===== src/rtl/uart_buffered_transmitter.sv =====
// Byte-FIFO-fed UART transmitter (8 data bits, no parity, 1 or 2 stop bits).
// Bytes queue in a small power-of-two FIFO. Back-to-back frames are sent
// with no idle gap between them. The serial line output is registered.
module uart_buffered_transmitter #(
  parameter int BAUD_RATE       = 9600,
  parameter int CLOCK_FREQUENCY = 100000000,
  parameter int FIFO_DEPTH      = 16,
  parameter int STOP_BITS       = 1
) (
  input  logic                          clock,
  input  logic                          reset,
  input  logic [7:0]                    in_data,
  input  logic                          in_valid,
  output logic                          in_ready,
  output logic                          uart_transmit,
  output logic                          busy,
  output logic [$clog2(FIFO_DEPTH):0]   fifo_count
);

  localparam int DIVISOR   = CLOCK_FREQUENCY / BAUD_RATE;
  localparam int STOP_CLKS = STOP_BITS * DIVISOR;
  localparam int CW        = $clog2(STOP_CLKS + 1);
  localparam int PW        = $clog2(FIFO_DEPTH);
  localparam int NW        = PW + 1;

  typedef enum logic [1:0] {S_IDLE, S_START, S_DATA, S_STOP} state_t;

  state_t          state_q, state_d;
  logic [CW-1:0]   baud_q, baud_d;
  logic [2:0]      bit_q, bit_d;
  logic [7:0]      shift_q, shift_d;
  logic            tx_q, tx_d;
  logic [NW-1:0]   count_q, count_d;
  logic [PW-1:0]   wr_ptr_q, wr_ptr_d;
  logic [PW-1:0]   rd_ptr_q, rd_ptr_d;
  logic [7:0]      mem_q [FIFO_DEPTH];

  logic            not_full;
  logic            push;
  logic            pop;

  // Ready is taken from the registered count only. A pop on the same edge
  // cannot make room for a push into a full FIFO.
  assign not_full   = (count_q < NW'(FIFO_DEPTH));
  assign in_ready   = reset | not_full;
  assign push       = in_valid & not_full & ~reset;
  assign busy       = (state_q != S_IDLE) | (count_q != '0);
  assign fifo_count = count_q;
  assign uart_transmit = tx_q;

  // FIFO storage: write at the tail on an accepted byte.
  always_ff @(posedge clock) begin
    if (push) mem_q[wr_ptr_q] <= in_data;
  end

  // FIFO pointers and occupancy. The pointers wrap naturally because the depth is a power of two.
  always_comb begin
    wr_ptr_d = wr_ptr_q + PW'(push);
    rd_ptr_d = rd_ptr_q + PW'(pop);
    count_d  = count_q;
    if (push && !pop)      count_d = count_q + 1'b1;
    else if (!push && pop) count_d = count_q - 1'b1;
  end

  // Next-state logic. A pop happens from IDLE or at the end of STOP, and the
  // popped byte is loaded into the shift register.
  always_comb begin
    state_d = state_q;
    baud_d  = baud_q;
    bit_d   = bit_q;
    shift_d = shift_q;
    pop     = 1'b0;
    unique case (state_q)
      S_IDLE: begin
        if (count_q != '0) begin
          pop     = 1'b1;
          shift_d = mem_q[rd_ptr_q];
          state_d = S_START;
          baud_d  = '0;
        end
      end
      S_START: begin
        if (baud_q == CW'(DIVISOR - 1)) begin
          state_d = S_DATA;
          baud_d  = '0;
          bit_d   = '0;
        end else begin
          baud_d  = baud_q + 1'b1;
        end
      end
      S_DATA: begin
        if (baud_q == CW'(DIVISOR - 1)) begin
          baud_d = '0;
          if (bit_q == 3'd7) state_d = S_STOP;
          else               bit_d   = bit_q + 1'b1;
        end else begin
          baud_d = baud_q + 1'b1;
        end
      end
      S_STOP: begin
        if (baud_q == CW'(STOP_CLKS - 1)) begin
          baud_d = '0;
          if (count_q != '0) begin
            pop     = 1'b1;
            shift_d = mem_q[rd_ptr_q];
            state_d = S_START;
          end else begin
            state_d = S_IDLE;
          end
        end else begin
          baud_d = baud_q + 1'b1;
        end
      end
      default: state_d = S_IDLE;
    endcase
  end

  // Line level follows the next state. The start bit therefore appears on
  // the same edge that pops the byte.
  always_comb begin
    tx_d = 1'b1;
    unique case (state_d)
      S_START: tx_d = 1'b0;
      S_DATA:  tx_d = shift_d[bit_d];
      default: tx_d = 1'b1;
    endcase
  end

  // State register. Reset aborts any frame and discards queued bytes.
  always_ff @(posedge clock) begin
    if (reset) begin
      state_q  <= S_IDLE;
      baud_q   <= '0;
      bit_q    <= '0;
      shift_q  <= '0;
      tx_q     <= 1'b1;
      count_q  <= '0;
      wr_ptr_q <= '0;
      rd_ptr_q <= '0;
    end else begin
      state_q  <= state_d;
      baud_q   <= baud_d;
      bit_q    <= bit_d;
      shift_q  <= shift_d;
      tx_q     <= tx_d;
      count_q  <= count_d;
      wr_ptr_q <= wr_ptr_d;
      rd_ptr_q <= rd_ptr_d;
    end
  end

endmodule


===== config.mk =====
export PLATFORM = sky130hd
export DESIGN_NAME = uart_buffered_transmitter
export DESIGN_NICKNAME = d
export VERILOG_FILES = /design/src/rtl/uart_buffered_transmitter.sv
export SDC_FILE = /design/constraint.sdc
export NUM_CORES = 1
export LEC_CHECK = 0
export BUFFER_PORTS_ARGS = -buffer_cell sky130_fd_sc_hd__buf_4
export CORE_ASPECT_RATIO = 1.1
export CORE_MARGIN = 2
export CORE_UTILIZATION = 30
export CTS_BUF_LIST = sky130_fd_sc_hd__clkbuf_2 sky130_fd_sc_hd__clkbuf_4 sky130_fd_sc_hd__clkbuf_8
export DETAILED_ROUTE_END_ITERATION = 6
export MAX_ROUTING_LAYER = met4
export PLACE_DENSITY = 0.49
export SYNTH_ARGS = -nofsm -noshare
export SYNTH_HDL_FRONTEND = slang
export SYNTH_SLANG_ARGS = --single-unit
export TNS_END_PERCENT = 50

===== constraint.sdc =====
create_clock -name clock -period 4.1 [get_ports clock]
set_input_delay 0.82 -clock clock [delete_from_list [all_inputs] [get_ports clock]]
set_output_delay 0.82 -clock clock [all_outputs]
set_load 0.01 [all_outputs]

==> flow_metrics.env, run 1 <==
export IMPL_grtUsageTotal=0.1266
export IMPL_slew_headroom=0.3293
export IMPL_synth_cell_types=59
export IMPL_diodes=0
export IMPL_max_stage_delay_ns=0.68
export IMPL_end_kind="output port"
export IMPL_synth_area_mm2=0.007236
export IMPL_grt_pass1_vias=4186
export IMPL_max_freq_mhz=275.9
export IMPL_syn_avg_cell_area_um2=15.20
export IMPL_cts_hold_buf=0
export IMPL_final_period_utilization=0.8840
export IMPL_cts_made_buffers=17
export IMPL_core_area_mm2=0.02370
export IMPL_clkSinkCount=169
export IMPL_routabilityCongestion=0.7872
export IMPL_row_count=59
export IMPL_p_per_area_mw_per_mm2=521.2
export IMPL_clock_skew_ns=0.01729
export IMPL_hold_viol_final=0
export IMPL_worstPathArrival_ns=2.80
export IMPL_drive_gt1_frac=0.1753
export IMPL_path_max_fanout=13
export IMPL_syn_num_nets=503
export IMPL_drtAntennaViolNets=0
export IMPL_grt_pass1_wl_um=23870
export IMPL_finalCriticalPeriod_ns=3.624
export IMPL_wl_um=15000
export IMPL_io_buffer_count=18
export IMPL_antenna_found_initial=0
export IMPL_synthCells=476
export IMPL_postCtsResizedCells=0
export IMPL_worst_slew_pin_slew_ns=1.002
export IMPL_clk_latency_ns=0.46
export IMPL_yosysWarnings=0
export IMPL_maxCapViolations=0
export IMPL_p_leak_nw=2.735
export IMPL_start_util=0.3053
export IMPL_path_class="flop to output port"
export IMPL_setup_tns_ns=0
export IMPL_cts_tree="done"
export IMPL_die_area_mm2=0.02538
export IMPL_routedWlPerCell_um=18.21
export IMPL_peakVddDrop_uv=212.5
export IMPL_cts_root_buf="clkbuf_8"
export IMPL_dpl_hpwl_um=9996
export IMPL_dr_pass1_iters=5
export IMPL_cts_setup_buffers=0
export IMPL_clock_path_buffers=2
export IMPL_ys_seq_elements=169
export IMPL_postLayoutCoreUtil=0.3435
export IMPL_die_w_um=152.1
export IMPL_ys_seq_area_frac=0.6446
export IMPL_synthToLayoutAreaGrowth_pct=12.50
export IMPL_crit_chain="or4_1 -> nor3b_1 -> inv_1 -> buf_4"
export IMPL_vias=4064
export IMPL_drc=0
export IMPL_ys_flop_type="edfxtp_1"
export IMPL_avgViaCountPerCell=4.932
export IMPL_synthArstFlopShare=0
export IMPL_start_kind="flop"
export IMPL_hold_class="flop to flop"
export IMPL_synth_edf_count=128
export IMPL_clk_pin_slew_ns=0.10
export IMPL_num_io_pins=19
export IMPL_drt_iter0_drc=240
export IMPL_htree_levels=4
export IMPL_slew_viol_final=0
export IMPL_grt_max_degree=44
export IMPL_overflow=0
export IMPL_status="complete, no violations"
export IMPL_required_ns=3.28
export IMPL_rsz0062_at_grt="false"
export IMPL_setup_viol=0
export IMPL_fin_nets=533
export IMPL_cp_slowest_cell="nor3b_1"
export IMPL_fp_dieH_um=166.9
## metal layers
metal,global-route usage,vias up,wire length (um)
met5,-,-,0
met4,0.03535,0,146
met3,0.03201,12,541
met2,0.2096,74,7646
met1,0.1544,2057,6667
li1,-,1921,-
## worst max-delay path: cells and delay by family, from the launching register on
family,cells,cell delay (ns)
AND/OR/NAND/NOR,2,1.30
buffers and inverters,2,0.66
flip-flops,1,0.38
## sequential cells by signal, indices dropped and copies added (netlist names)
name           cells
mem_q            128
baud_q            14
shift_q            8
fifo_count         5
rd_ptr_q           4
wr_ptr_q           4
bit_q              3
state_q            2
uart_transmit      1
## report_power, final
part	internal, W	total [W]	switching, W
combinational	0.000505	0.00110	0.000596
sequential	0.00192	0.00200	0.0000822
clock	0.000455	0.00114	0.000684
total	0.00288	0.00424	0.00136
## cell usage in the layout, fill, tap and decap left out, types with 2 or more instances in the layout
cell,Yosys,layout
edfxtp_1,128,128
nor2_1,59,59
dfxtp_1,41,40
buf_4,1,32
mux4_1,20,20
nand2_1,19,19
a21oi_1,17,17
clkbuf_8,0,17
o21ai_0,16,16
mux4_2,15,15
ha_1,15,15
a22oi_1,12,12
nor2b_1,11,11
and3_1,11,11
inv_1,9,9
nand3_1,8,8
inv_8,0,6
nand2b_1,5,5
nor3_1,5,5
nor3b_1,4,4
a22o_1,4,4
xor2_1,4,4
xnor2_1,4,4
nand3b_1,3,3
a211oi_1,3,3
o32ai_1,3,3
mux2i_1,3,3
clkinvlp_4,0,3
inv_6,0,3
o21ai_1,2,2
a311oi_1,2,2
a41oi_1,2,2
a21o_1,2,2
a2111o_1,2,2
a31oi_1,2,2
or3_1,2,2
clkinv_4,0,2
## cell families after synthesis
family                     after synthesis  share of synthesized area
AOI/OAI and AO/OA                       76                    0.07419
xor gates and xnor gates                 8                   0.009683
adders and majority gates               16                    0.02870
buffers and inverters                   31                    0.02161
DFF                                    169                     0.6446
muxes                                   38                     0.1235
and+or+nand+nor                        138                    0.09770
## final timing paths
path / slack [ns] / startpoint / depth (start not counted) / to
hold / removal: 0.48 / baud_q[13] / 1 / baud_q[13]
hold reg to reg: 0.48 / baud_q[13] / 1 / baud_q[13]
setup reg to reg: 0.80 / baud_q[0] / 14 / fifo_count[4]
setup / recovery: 0.48 / fifo_count[4] / 4 / busy
## area by class of cell
type / instances / area, um^2
clock inverters: 15 / 150.1
repair buffers: 33 / 260.3
inverters: 9 / 33.78
multi-input cells: 276 / 2415
flip-flops and latches: 169 / 4666
well taps: 305 / 381.6
clock buffers: 17 / 234.0
fillers: 2279 / 15560
## metrics by stage
stage | worst slack [ns] | total power [W] | instance area, um^2 | cells | hold slack [ns]
floorplan | 1.076 | 0.002853 | 7236 | 476 | 0.4426
global placement | 0.8624 | 0.003135 | 7756 | 792 | 0.4694
detailed placement | 0.8064 | 0.003161 | 7756 | 792 | 0.4683
CTS | 0.4102 | 0.004311 | 8140 | 824 | 0.4860
global route | 0.3210 | 0.004498 | 8140 | 824 | 0.5078
finish | 0.4758 | 0.004243 | 8140 | 824 | 0.4828
## Yosys cell counts, drive strengths merged (5+ instances only)
cell	instances	area (um^2)
a21oi	17	85.08
a22oi	13	102.6
and3	11	68.82
buf	9	72.57
clkbuf	13	50.04
dfxtp	41	820.8
edfxtp	128	3844
ha	15	187.7
inv	9	33.78
mux4	35	863.3
nand2	19	71.32
nand2b	5	31.28
nand3	8	40.04
nor2	60	227.7
nor2b	11	68.82
nor3	5	25.02
o21ai	18	90.09
(Power assumes the default switching activity.)
==> inputs of run 2 (changes only) <==
Settings changed: GPL_ROUTABILITY_DRIVEN from default to 0, GPL_TIMING_DRIVEN from default to 0.
==> run 2 against run 1 <==
  * Die area unchanged
  * Largest cell class unchanged
  * Clock skew shrank 0.0044 ns
  * Worst setup slack improved by 0.098 ns
  * Flip-flop and latch count unchanged
  * Critical endpoint is now fifo_count[4]
  * Highest routed layer unchanged
  * Clock-buffer cell count unchanged
  * Cell area rose by 0.23%
  * Worst hold slack better by 0.016 ns
==> flow_metrics.env, run 2 (synthesized netlist as in run 1, its figures left out) <==
export IMPL_overflow=0
export IMPL_cts_tree="done"
export IMPL_setup_viol=0
export IMPL_clkSinkCount=169
export IMPL_setup_tns_ns=0
export IMPL_num_io_pins=19
export IMPL_multi_input_area_mm2=0.002435
export IMPL_worstPathArrival_ns=3.90
export IMPL_peakVddDrop_uv=318.7
export IMPL_start_kind="flop"
export IMPL_n_fill_cell=2246
export IMPL_final_period_utilization=0.8600
export IMPL_cts_root_buf="clkbuf_8"
export IMPL_clk_pin_slew_ns=0.10
export IMPL_p_per_area_mw_per_mm2=527.4
export IMPL_clock_skew_ns=0.01291
export IMPL_wl_um=15700
export IMPL_cts_setup_buffers=0
export IMPL_power_frac_comb=0.264
export IMPL_max_freq_mhz=283.6
export IMPL_clock_path_buffers=2
export IMPL_p_seq_frac=0.461
export IMPL_synthToLayoutAreaGrowth_pct=12.76
export IMPL_grt_max_degree=18
export IMPL_antenna_found_initial=0
export IMPL_status="complete, no violations"
export IMPL_p_leak_nw=2.732
export IMPL_hold_path_depth=1
export IMPL_fin_area_mm2=0.008159
export IMPL_instances_no_fill=830
export IMPL_most_common_layout_cells="128 x edfxtp_1, 59 x nor2_1, 41 x dfxtp_1"
export IMPL_htree_levels=4
export IMPL_die_area_mm2=0.02538
export IMPL_grtUsageTotal=0.1315
export IMPL_finalCriticalPeriod_ns=3.526
export IMPL_r2r_cells=15
export IMPL_crit_chain="ha_1 -> and4b_1 -> and4_1 -> clkbuf_1 -> a21oi_1 -> nor2_2 -> inv_1 -> ha_1 -> inv_1 -> ha_1 -> a21o_1 -> a21oi_1 -> xnor2_1 -> or3_1 -> a21oi_1"
export IMPL_clkPwrFrac=0.276
export IMPL_dpl_hpwl_um=10220
export IMPL_cts_made_buffers=17
export IMPL_required_ns=4.48
export IMPL_maxCapViolations=0
export IMPL_final_common_cell="edfxtp_1"
export IMPL_diodes=0
export IMPL_drive_gt1_frac=0.1600
export IMPL_place_area_mm2=0.007765
export IMPL_switchingPower_w=0.001360
export IMPL_cp_slowest_cell="dfxtp_1"
export IMPL_vias=4083
export IMPL_placedCellCount=798
export IMPL_p_int_w=0.002943
export IMPL_dr_pass1_iters=4
export IMPL_reg_top3="mem_q: 128 flops, baud_q: 14 flops, shift_q: 8 flops"
export IMPL_row_count=59
export IMPL_seq_area_mm2=0.004664
export IMPL_fin_nets=539
export IMPL_path_max_fanout=7
export IMPL_drc=0
export IMPL_core_area_mm2=0.02370
export IMPL_slew_viol_final=0
export IMPL_path_class="flop to flop"
export IMPL_max_stage_delay_ns=0.37
export IMPL_worst_slew_pin_slew_ns=1.260
export IMPL_drtAntennaViolNets=0
export IMPL_avgViaCountPerCell=4.919
export IMPL_largest_register_ffs=128
export IMPL_die_w_um=152.1
export IMPL_power_share_switching=0.3161
export IMPL_hold_viol_final=0
export IMPL_fp_dieH_um=166.9
export IMPL_slew_headroom=0.1566
export IMPL_postCtsResizedCells=0
export IMPL_start_util=0.3053
export IMPL_end_kind="flop"
export IMPL_drt_iter0_drc=247
export IMPL_routedWlPerCell_um=18.91
export IMPL_cts_hold_buf=0
export IMPL_grt_pass1_vias=4135
export IMPL_clk_latency_ns=0.44
export IMPL_rsz0062_at_grt="false"
export IMPL_ff2ff_setup_slack_ns=0.57
export IMPL_largest_register="mem_q"
export IMPL_grt_pass1_wl_um=24190
export IMPL_hold_class="flop to flop"
export IMPL_io_buffer_count=17
## run 2: cell types whose count changed in the layout (fill, tap and decap cells not counted), moves of 2 or more
cell and delta:
buf_4 -14, clkbuf_1 +12, inv_8 -4, nor3_1 -4, nor3_2 +4, buf_2 +3, buf_1 +2, buf_6 +2
clkinv_1 +2, inv_6 +2
## run 2: metrics by stage
step                setup WS [ns]  hold WS, ns  total power, W  utilization
global route               0.2074       0.5239        0.004542       0.3443
global placement           0.2364       0.4639        0.003145       0.3268
floorplan                   1.076       0.4426        0.002853            -
detailed placement         0.5185       0.4699        0.003170       0.3277
CTS                        0.5245       0.4872        0.004358       0.3443
finish                     0.5741       0.4989        0.004303       0.3443
## run 2: routing by layer
metal | GRT usage | wire length [um] | vias to the layer above | share of wire
li1 | - | - | 1930 | -
met2 | 0.2166 | 7894 | 50 | 0.50
met1 | 0.1651 | 7260 | 2087 | 0.46
met3 | 0.02394 | 344 | 16 | 0.022
met4 | 0.04185 | 197 | 0 | 0.013
met5 | - | 0 | - | 0
## run 2: worst max-delay path: cells and delay by family, from the launching register on
kind,cells,cell delay (ns)
buffers and inverters,3,0.46
adder cells (fa/ha/maj),3,0.71
AO/OA/AOI/OAI,4,0.70
flip-flops,1,0.37
XOR/XNOR,1,0.09
AND/OR/NAND/NOR,4,1.11
## run 2: cell type report
class,count,area share
Clock inverter,15,0.01963
Timing Repair Buffer,17,0.01564
Multi-Input combinational cell,276,0.2984
Inverter,9,0.004140
Tap cell,305,0.04677
Buffer,22,0.01503
Clock buffer,17,0.02868
Sequential cell,169,0.5717
## run 2: path summary, 6_finish.rpt
path,start,end
max reg2reg,baud_q[0],fifo_count[4]
min,baud_q[13],baud_q[13]
min reg2reg,baud_q[13],baud_q[13]
max,baud_q[0],fifo_count[4]
## run 2: power groups by stage
stage	combinational (W)	clock (W)	sequential, W
after CTS	0.00115	0.00122	0.00198
after detailed placement	0.00115	0	0.00202
final	0.00113	0.00119	0.00198
after floorplan	0.000839	0	0.00201
after global routing	0.00127	0.00128	0.00199
after global placement	0.00113	0	0.00202
==> inputs of run 3 (changes only) <==
Settings changed: RECOVER_POWER from default to 25.
==> run 3 against run 2 <==
  * Die area is the same
  * Clock-buffer cell count is the same
  * Critical endpoint unchanged
  * Critical path type unchanged
  * Wire length is essentially flat
==> flow_metrics.env, run 3 (synthesized netlist as in run 1, its figures left out) <==
export IMPL_fin_nets=539
export IMPL_fin_area_mm2=0.008133
export IMPL_placedCellCount=798
export IMPL_antenna_found_initial=0
export IMPL_instances_no_fill=830
export IMPL_switchingPower_w=0.001356
export IMPL_cts_tree="done"
export IMPL_core_area_mm2=0.02370
export IMPL_grt_pass1_vias=4135
export IMPL_p_total_w=0.004296
export IMPL_synthToLayoutAreaGrowth_pct=12.40
export IMPL_io_buffer_count=17
export IMPL_status="complete, no violations"
export IMPL_die_w_um=152.1
export IMPL_hold_class="flop to flop"
export IMPL_grt_pass1_wl_um=24190
export IMPL_final_period_utilization=0.8600
export IMPL_finalCriticalPeriod_ns=3.526
export IMPL_postLayoutCoreUtil=0.3432
export IMPL_ff2ff_setup_slack_ns=0.57
export IMPL_row_count=59
export IMPL_postCtsResizedCells=0
export IMPL_wl_um=15690
export IMPL_diodes=0
export IMPL_dpl_hpwl_um=10220
export IMPL_place_area_mm2=0.007765
export IMPL_drt_iter0_drc=247
export IMPL_clkSinkCount=169
export IMPL_path_max_fanout=7
export IMPL_start_kind="flop"
export IMPL_required_ns=4.48
export IMPL_setup_tns_ns=0
export IMPL_path_class="flop to flop"
export IMPL_p_leak_nw=2.707
export IMPL_setup_viol=0
export IMPL_r2r_cells=15
export IMPL_p_int_w=0.002940
export IMPL_dr_pass1_iters=4
export IMPL_clkPwrFrac=0.276
export IMPL_power_frac_comb=0.263
export IMPL_grt_max_degree=18
export IMPL_num_io_pins=19
export IMPL_worstPathArrival_ns=3.90
export IMPL_fp_dieH_um=166.9
export IMPL_most_common_layout_cells="128 x edfxtp_1, 59 x nor2_1, 41 x dfxtp_1"
export IMPL_start_util=0.3053
export IMPL_worst_slew_pin_slew_ns=1.262
export IMPL_hold_path_depth=1
export IMPL_clk_latency_ns=0.44
export IMPL_cts_made_buffers=17
export IMPL_drc=0
export IMPL_n_fill_cell=2250
export IMPL_rsz0062_at_grt="false"
export IMPL_cts_setup_buffers=0
export IMPL_slew_headroom=0.1552
export IMPL_vias=4072
export IMPL_overflow=0
export IMPL_grtUsageTotal=0.1315
export IMPL_reg_top3="mem_q: 128 flops, baud_q: 14 flops, shift_q: 8 flops"
export IMPL_avgViaCountPerCell=4.906
export IMPL_routedWlPerCell_um=18.90
export IMPL_clk_pin_slew_ns=0.10
export IMPL_hold_viol_final=0
export IMPL_maxCapViolations=0
export IMPL_die_area_mm2=0.02538
export IMPL_max_freq_mhz=283.6
export IMPL_final_common_cell="edfxtp_1"
export IMPL_clock_path_buffers=2
export IMPL_cts_hold_buf=0
export IMPL_peakVddDrop_uv=317.1
export IMPL_end_kind="flop"
export IMPL_clock_skew_ns=0.01377
export IMPL_drtAntennaViolNets=0
export IMPL_power_share_switching=0.3157
export IMPL_htree_levels=4
export IMPL_drive_gt1_frac=0.1467
export IMPL_p_per_area_mw_per_mm2=528.2
export IMPL_p_seq_frac=0.461
export IMPL_cts_root_buf="clkbuf_8"
export IMPL_largest_register="mem_q"
export IMPL_slew_viol_final=0
export IMPL_largest_register_ffs=128
-- run 3: worst max-delay path: stages (launching register included) --
cell and delay (ns):
dfxtp_1 0.37, ha_1 0.21, and4b_1 0.26, and4_1 0.20
clkbuf_1 0.22, a21oi_1 0.20, nor2_2 0.35, inv_1 0.09
ha_1 0.21, inv_1 0.15, ha_1 0.29, a21o_1 0.19
a21oi_1 0.17, xnor2_1 0.09, or3_1 0.30, a21oi_1 0.14
-- run 3: final cells by class --
class	count	area [um^2]	share of cell area
buffer	22	122.6	0.01508
clock buffer	17	234.0	0.02877
clock inverter	15	160.2	0.01969
inverter	9	33.78	0.004154
multi-input combinational	276	2435	0.2994
sequential	169	4664	0.5735
tap	305	381.6	0.04692
timing repair buffer	17	101.3	0.01246
-- run 3: final timing paths --
kind,start,endpoint
worst max-delay path,baud_q[0],fifo_count[4]
worst min-delay path,baud_q[13],baud_q[13]
worst max register to register,baud_q[0],fifo_count[4]
worst min register to register,baud_q[13],baud_q[13]
-- run 3: stage by stage --
| stage | hold slack, ns | setup WS, ns |
|---|---|---|
| after CTS | 0.4872 | 0.5245 |
| after floorplan | 0.4426 | 1.076 |
| after detailed placement | 0.4699 | 0.5185 |
| final | 0.4989 | 0.5739 |
| after global routing | 0.5239 | 0.2074 |
| after global placement | 0.4639 | 0.2364 |
-- run 3: layer usage --
metal | GRT usage | wire length, um | vias up
li1 | - | - | 1930
met1 | 0.1651 | 7334 | 2086
met2 | 0.2166 | 7915 | 49
met3 | 0.02394 | 313 | 7
met4 | 0.04185 | 125 | 0
met5 | - | 0 | -
-- run 3: power by group through the flow --
stage | Clock [W] | Sequential (W) | Combinational, W
floorplan | 0 | 0.00201 | 0.000839
global placement | 0 | 0.00202 | 0.00113
detailed placement | 0 | 0.00202 | 0.00115
CTS | 0.00122 | 0.00198 | 0.00115
global route | 0.00128 | 0.00200 | 0.00127
finish | 0.00118 | 0.00198 | 0.00113
